## src/rtl/apb_uart_regs_fifo.sv

```systemverilog
// apb_uart_regs_fifo: APB register front end for a UART with TX and RX FIFOs.
//   APB:    psel_i/penable_i/pwrite_i/paddr_i/pwdata_i/pstrb_i -> prdata_o/pready_o/pslverr_o
//           (zero wait states; prdata_o/pslverr_o are valid in the access cycle)
//   TX:     tx_data_o/tx_valid_o (FIFO head), tx_ready_i pops, tx_done_i frame-sent pulse
//   RX:     rx_data_i/rx_valid_i strobe pushes, parity_error_i qualified by rx_valid_i
//   Config: data_bit_num_o, stop_bit_num_o, parity_en_o, parity_type_o from CFG
//   irq_o:  registered OR of enabled sticky interrupt status bits
// Map: 0x00 TX_DATA WO, 0x04 RX_DATA RO, 0x08 CFG RW, 0x0C CTRL RW,
//      0x10 STT RO, 0x14 INT_EN RW, 0x18 INT_STT W1C.

// Pointer-based FIFO; the caller only asserts push/pop when legal.
module apb_uart_regs_fifo_q #(
    parameter int DEPTH = 8,
    parameter int W     = 8
) (
    input  logic                       clk,
    input  logic                       reset_n,
    input  logic                       flush,
    input  logic                       push,
    input  logic                       pop,
    input  logic [W-1:0]               wdata,
    output logic [W-1:0]               head,
    output logic                       empty,
    output logic                       full,
    output logic [$clog2(DEPTH):0]     level
);
    localparam int AW = $clog2(DEPTH);

    logic [AW:0]  wr_ptr, rd_ptr;
    logic [W-1:0] mem [DEPTH];

    always_ff @(posedge clk) begin
        if (!reset_n) begin
            wr_ptr <= '0;
            rd_ptr <= '0;
        end else if (flush) begin
            wr_ptr <= '0;
            rd_ptr <= '0;
        end else begin
            if (push) wr_ptr <= wr_ptr + 1'b1;
            if (pop)  rd_ptr <= rd_ptr + 1'b1;
        end
    end

    // A push into a full FIFO with a same-cycle pop overwrites the slot being
    // popped; the head is read combinationally before the edge, so it is safe.
    always_ff @(posedge clk) begin
        if (reset_n && push && !flush) mem[wr_ptr[AW-1:0]] <= wdata;
    end

    assign empty = (wr_ptr == rd_ptr);
    assign full  = (wr_ptr[AW] != rd_ptr[AW]) && (wr_ptr[AW-1:0] == rd_ptr[AW-1:0]);
    assign level = wr_ptr - rd_ptr;
    assign head  = mem[rd_ptr[AW-1:0]];
endmodule

module apb_uart_regs_fifo #(
    parameter int FIFO_DEPTH = 8,
    parameter int DATA_W     = 8,
    parameter int ADDR_W     = 12
) (
    input  logic              clk,
    input  logic              reset_n,
    input  logic              psel_i,
    input  logic              penable_i,
    input  logic              pwrite_i,
    input  logic [ADDR_W-1:0] paddr_i,
    input  logic [31:0]       pwdata_i,
    input  logic [3:0]        pstrb_i,
    output logic [31:0]       prdata_o,
    output logic              pready_o,
    output logic              pslverr_o,
    output logic [DATA_W-1:0] tx_data_o,
    output logic              tx_valid_o,
    input  logic              tx_ready_i,
    input  logic              tx_done_i,
    input  logic [DATA_W-1:0] rx_data_i,
    input  logic              rx_valid_i,
    input  logic              parity_error_i,
    output logic [1:0]        data_bit_num_o,
    output logic              stop_bit_num_o,
    output logic              parity_en_o,
    output logic              parity_type_o,
    output logic              irq_o
);
    localparam int LW = $clog2(FIFO_DEPTH) + 1;

    logic [4:0] cfg;
    logic       tx_en, rx_en, tx_flush, rx_flush;
    logic [3:0] int_en, int_stt, ist_set, ist_clr;

    logic access, wr_acc, rd_acc, reg_wr;
    logic is_tx, is_rx, is_cfg, is_ctrl, is_stt, is_ien, is_ist, mapped, err;

    logic              tx_push, tx_pop, tx_empty, tx_full;
    logic              rx_push, rx_pop, rx_empty, rx_full, overrun;
    logic [DATA_W-1:0] tx_head, rx_head;
    logic [LW-1:0]     tx_level, rx_level;
    logic [31:0]       stt;

    assign access = psel_i & penable_i;
    assign wr_acc = access & pwrite_i;
    assign rd_acc = access & ~pwrite_i;
    assign reg_wr = wr_acc & pstrb_i[0];   // every writable field lives in byte lane 0

    assign is_tx   = (paddr_i == ADDR_W'(32'h00));
    assign is_rx   = (paddr_i == ADDR_W'(32'h04));
    assign is_cfg  = (paddr_i == ADDR_W'(32'h08));
    assign is_ctrl = (paddr_i == ADDR_W'(32'h0C));
    assign is_stt  = (paddr_i == ADDR_W'(32'h10));
    assign is_ien  = (paddr_i == ADDR_W'(32'h14));
    assign is_ist  = (paddr_i == ADDR_W'(32'h18));
    assign mapped  = is_tx | is_rx | is_cfg | is_ctrl | is_stt | is_ien | is_ist;

    assign err = access & (~mapped
                         | (pwrite_i & (is_rx | is_stt))
                         | (~pwrite_i & is_tx)
                         | (pwrite_i & is_tx & pstrb_i[0] & tx_full)
                         | (~pwrite_i & is_rx & rx_empty));

    // Fullness/emptiness are pre-cycle; an RX push into a full FIFO is only
    // accepted when the same cycle pops.
    assign tx_push = wr_acc & is_tx & pstrb_i[0] & ~tx_full;
    assign tx_pop  = tx_valid_o & tx_ready_i;
    assign rx_pop  = rd_acc & is_rx & ~rx_empty;
    assign rx_push = rx_valid_i & rx_en & (~rx_full | rx_pop);
    assign overrun = rx_valid_i & rx_en & rx_full & ~rx_pop;

    apb_uart_regs_fifo_q #(.DEPTH(FIFO_DEPTH), .W(DATA_W)) u_tx_fifo (
        .clk(clk), .reset_n(reset_n), .flush(tx_flush), .push(tx_push), .pop(tx_pop),
        .wdata(pwdata_i[DATA_W-1:0]), .head(tx_head), .empty(tx_empty), .full(tx_full),
        .level(tx_level)
    );

    apb_uart_regs_fifo_q #(.DEPTH(FIFO_DEPTH), .W(DATA_W)) u_rx_fifo (
        .clk(clk), .reset_n(reset_n), .flush(rx_flush), .push(rx_push), .pop(rx_pop),
        .wdata(rx_data_i), .head(rx_head), .empty(rx_empty), .full(rx_full),
        .level(rx_level)
    );

    assign ist_set = {overrun, parity_error_i & rx_valid_i, rx_push & ~rx_flush, tx_done_i};
    assign ist_clr = (reg_wr && is_ist) ? pwdata_i[3:0] : 4'b0;

    always_ff @(posedge clk) begin
        if (!reset_n) begin
            cfg      <= '0;
            tx_en    <= 1'b0;
            rx_en    <= 1'b0;
            tx_flush <= 1'b0;
            rx_flush <= 1'b0;
            int_en   <= '0;
            int_stt  <= '0;
            irq_o    <= 1'b0;
        end else begin
            tx_flush <= 1'b0;
            rx_flush <= 1'b0;
            if (reg_wr && is_cfg) cfg <= pwdata_i[4:0];
            if (reg_wr && is_ctrl) begin
                tx_en    <= pwdata_i[0];
                rx_en    <= pwdata_i[1];
                tx_flush <= pwdata_i[2];
                rx_flush <= pwdata_i[3];
            end
            if (reg_wr && is_ien) int_en <= pwdata_i[3:0];
            // set events are ORed in after the clear so they win
            int_stt <= (int_stt & ~ist_clr) | ist_set;
            irq_o   <= |(int_stt & int_en);
        end
    end

    assign stt = {8'h00, 8'(rx_level), 8'(tx_level), 4'h0, rx_full, rx_empty, tx_full, tx_empty};

    always_comb begin
        prdata_o = '0;
        if (rd_acc && !err) begin
            case (1'b1)
                is_rx:   prdata_o = 32'(rx_head);
                is_cfg:  prdata_o = {27'h0, cfg};
                is_ctrl: prdata_o = {28'h0, rx_flush, tx_flush, rx_en, tx_en};
                is_stt:  prdata_o = stt;
                is_ien:  prdata_o = {28'h0, int_en};
                is_ist:  prdata_o = {28'h0, int_stt};
                default: prdata_o = '0;
            endcase
        end
    end

    assign pslverr_o      = err;
    assign pready_o       = 1'b1;
    assign tx_valid_o     = ~tx_empty & tx_en;
    assign tx_data_o      = tx_empty ? '0 : tx_head;
    assign data_bit_num_o = cfg[1:0];
    assign stop_bit_num_o = cfg[2];
    assign parity_en_o    = cfg[3];
    assign parity_type_o  = cfg[4];

    logic unused_bits;
    assign unused_bits = ^{pstrb_i[3:1], pwdata_i[31:8]};
endmodule

```

## config.mk

```make
export PLATFORM = sky130hd
export DESIGN_NAME = apb_uart_regs_fifo
export DESIGN_NICKNAME = d
export VERILOG_FILES = /design/src/rtl/apb_uart_regs_fifo.sv
export SDC_FILE = /design/constraint.sdc
export NUM_CORES = 1
export LEC_CHECK = 0
export BUFFER_PORTS_ARGS = -buffer_cell sky130_fd_sc_hd__buf_2
export CAP_MARGIN = 30
export CORE_MARGIN = 2
export CORE_UTILIZATION = 45
export DETAILED_ROUTE_END_ITERATION = 12
export GPL_TIMING_DRIVEN = 0
export PLACE_DENSITY = 0.65
export SLEW_MARGIN = 10
export SYNTH_ARGS = -nofsm -noshare
export SYNTH_HDL_FRONTEND = slang
export SYNTH_SLANG_ARGS = --single-unit
```

## constraint.sdc

```tcl
create_clock -name clk -period 4 [get_ports clk]
set_clock_uncertainty 0.1 [all_clocks]
set_input_delay 0.4 -clock clk [delete_from_list [all_inputs] [get_ports clk]]
set_output_delay 0.4 -clock clk [all_outputs]
set_load 0.05 [all_outputs]
```

==> out/metrics.yaml <==
yosys:
  synth.avg_cell_area_sq_um: 13.8
  synth_ff_type: "edfxtp_1"
  syn_inst: 546
  synth-seq-cells: 168
  synth.area.top_cells: "edfxtp_1, dfxtp_1, mux4_2"
  synth_cell_types: 61
  yosys_warnings: 0
  synth_area_sq_um: 7540
  synth_edf_count: 128
  synth_top_area_share_pct: 51.0
  synthArstFlopShare_pct: 0
  yosysMostFrequentCell: "edfxtp_1"
  ys_seq_area_share_pct: 61.6
  synth_common_cells: "edfxtp_1, nor2_1, dfxtp_1"
  yosys.area.top_type: "edfxtp_1"
clock_tree:
  clock-sinks: 168
  cts_tree: "yes"
  cts_setup_buffers: 0
  root_buffer: "clkbuf_16"
  cts_buffers: 17
  path_clk_slew_ns: 0.06
  htree_num_levels: 4
  clockBufferDepth: 2
  clk_latency_ns: 0.42
sta:
  slew_violations: 0
  rsz0062_at_grt: "false"
  worst_slew_pin_slew_ns: 0.952
  setup_viol: 0
  hold_viol_final: 0
  fin_crit_sh_pct: 91.6
  slew_headroom_pct: 36.3
  fin_crit_ns: 3.66
  setup-tns-final_ns: 0
  fmax_ghz: 0.273
global_routing:
  grtUsageTotal_pct: 19.0
  grt_pass1_vias: 4824
  grt-ovfl-total: 0
  antenna_found_initial: 0
  grt_max_degree: 17
  grt_pass1_wl_um: 25800
placed_design:
  post_dp_cell_area_sq_um: 8290
  hpwlAfterDp_um: 11800
  gp_congestion: 0.908
  io_buffers: 68
layout:
  fillers: 1424
  antenna_cells: 0
  final_cell_area_sq_um: 8890
  fin_util_pct: 54.0
  drive_gt1_share_pct: 25.6
  nNetsFinal: 731
  area.growth.synth_to_final_pct: 17.9
critical_path:
  crit_type: "reg2out"
  crit_path_end_kind: "output port"
  crit_required_ns: 3.50
  cp_slowest_cell: "or4_4"
  worstPathArrival_ns: 3.16
  cpPeakStageDelay_ns: 0.47
  crit_fanout: 8
  start_kind: "flip-flop"
  path_cells: "clkbuf_2 -> inv_1 -> ha_1 -> nand3_1 -> or4_4 -> nand4_1 -> or2_2 -> clkbuf_1 -> nor2_1 -> buf_2"
die:
  rows: 47
  boundaryPins: 114
  die_y_um: 133
  die_x_um: 133
  coreArea_sq_um: 16500
  initial_utilization_pct: 45.8
  die_area_sq_um: 17800
run:
  maxCapViolations: 0
route:
  via_per_inst: 5.39
  num_vias: 4777
  dr_wl_met3_um: 792
  wirelength_um: 16100
  wl_per_cell_um: 18.1
  final_antenna_net_count: 0
  wl_met2_um: 8490
  highest_layer: "met4"
  drtIter0Drc: 267
  drc: 0
  route.layer.met1.wl_um: 6560
  detail_route.first_pass.iterations: 4
pwr:
  powerDensity_nw_per_um2: 406
  peakVddDrop_mv: 0.369
  p_leak_nw: 3.06
worst_hold_path:
  hp-class: "in2reg"
status:
  status: "completed"
-- per-stage QoR --
stage	setup WS, ns	power [mW]	hold WS [ns]	cells
global placement	-0.0843	2.04	0.385	849
global route	0.102	3.72	0.113	887
finish	0.336	3.61	0.123	887
CTS	0.121	3.64	0.103	886
detailed placement	0.444	2.04	0.407	854
floorplan	0.0621	1.99	0.370	561
-- cell usage in the layout (no fill, tap or decap), types with 18 or more instances in the layout --
cell type  synthesis  layout
inv_1             19      19
nand2_1           27      27
edfxtp_1         128     128
buf_2              2      71
buf_4             17      21
nand3_1           18      18
mux4_2            32      32
mux2i_1           32      32
nor2_1            49      49
dfxtp_1           40      40
-- path summary, 6_finish.rpt --
kind,from,cells past startpoint,slack (ns),to
max reg2reg,u_rx_fifo.wr_ptr[0],9,0.64,u_rx_fifo.mem[7][2]
min,tx_done_i,2,0.12,int_stt[0]
max,u_rx_fifo.wr_ptr[0],10,0.34,prdata_o[10]
min reg2reg,int_stt[1],1,0.42,int_stt[1]
-- logic make-up (layout without fill, tap and decap cells) --
group | count (synthesis) | after routing | synth area share, %
flops | 168 | 168 | 61.6
compound gates | 52 | 52 | 4.58
fa+ha+maj | 12 | 12 | 2.19
simple gates | 169 | 169 | 11.7
buf+inv | 64 | 170 | 4.18
xor+xnor | 13 | 13 | 1.51
other cells | 2 | 17 | 0.0996
mux | 66 | 66 | 14.1
-- routing by layer --
layer | track usage, % | vias up
met5 | 0 | -
met4 | 5.97 | 0
met3 | 4.07 | 19
met2 | 33.8 | 145
met1 | 23.1 | 2370
li1 | - | 2243
-- state kept, by name, indices dropped and copies added, names as in the netlist, 4 cells and up, named ones only --
name and cells:
u_rx_fifo.mem 64, u_tx_fifo.mem 64, cfg 5, int_en 4, int_stt 4, u_rx_fifo.rd_ptr 4
u_rx_fifo.wr_ptr 4, u_tx_fifo.rd_ptr 4, u_tx_fifo.wr_ptr 4
-- repair_timing --
action,in CTS,in global routing
resized for setup,0,2
hold buffers,0,0
setup endpoints to repair,0,8
-- where the power goes --
part / internal [mW] / leakage, nW / switching (mW)
clock network: 0.970 / 0.273 / 0.634
logic: 0.0376 / 1.32 / 0.0918
registers: 1.87 / 1.47 / 0.000948
-- area by class of cell --
cell class | count | area [sq um] | share of cell area (%)
buffer | 45 | 245 | 2.76
clock buffer | 17 | 425 | 4.79
clock inverter | 15 | 159 | 1.79
inverter | 19 | 71.3 | 0.802
multi-input combinational | 329 | 2680 | 30.2
sequential | 168 | 4640 | 52.2
tap | 220 | 275 | 3.10
timing repair buffer | 74 | 387 | 4.35
-- critical path, delay by kind of cell (launching register included) --
kind          cells  cell delay, ns
buf+inv           4            0.90
simple gates      5            1.16
flops             1            0.34
fa+ha+maj         1            0.33
Power figures use the tool's default switching activity.
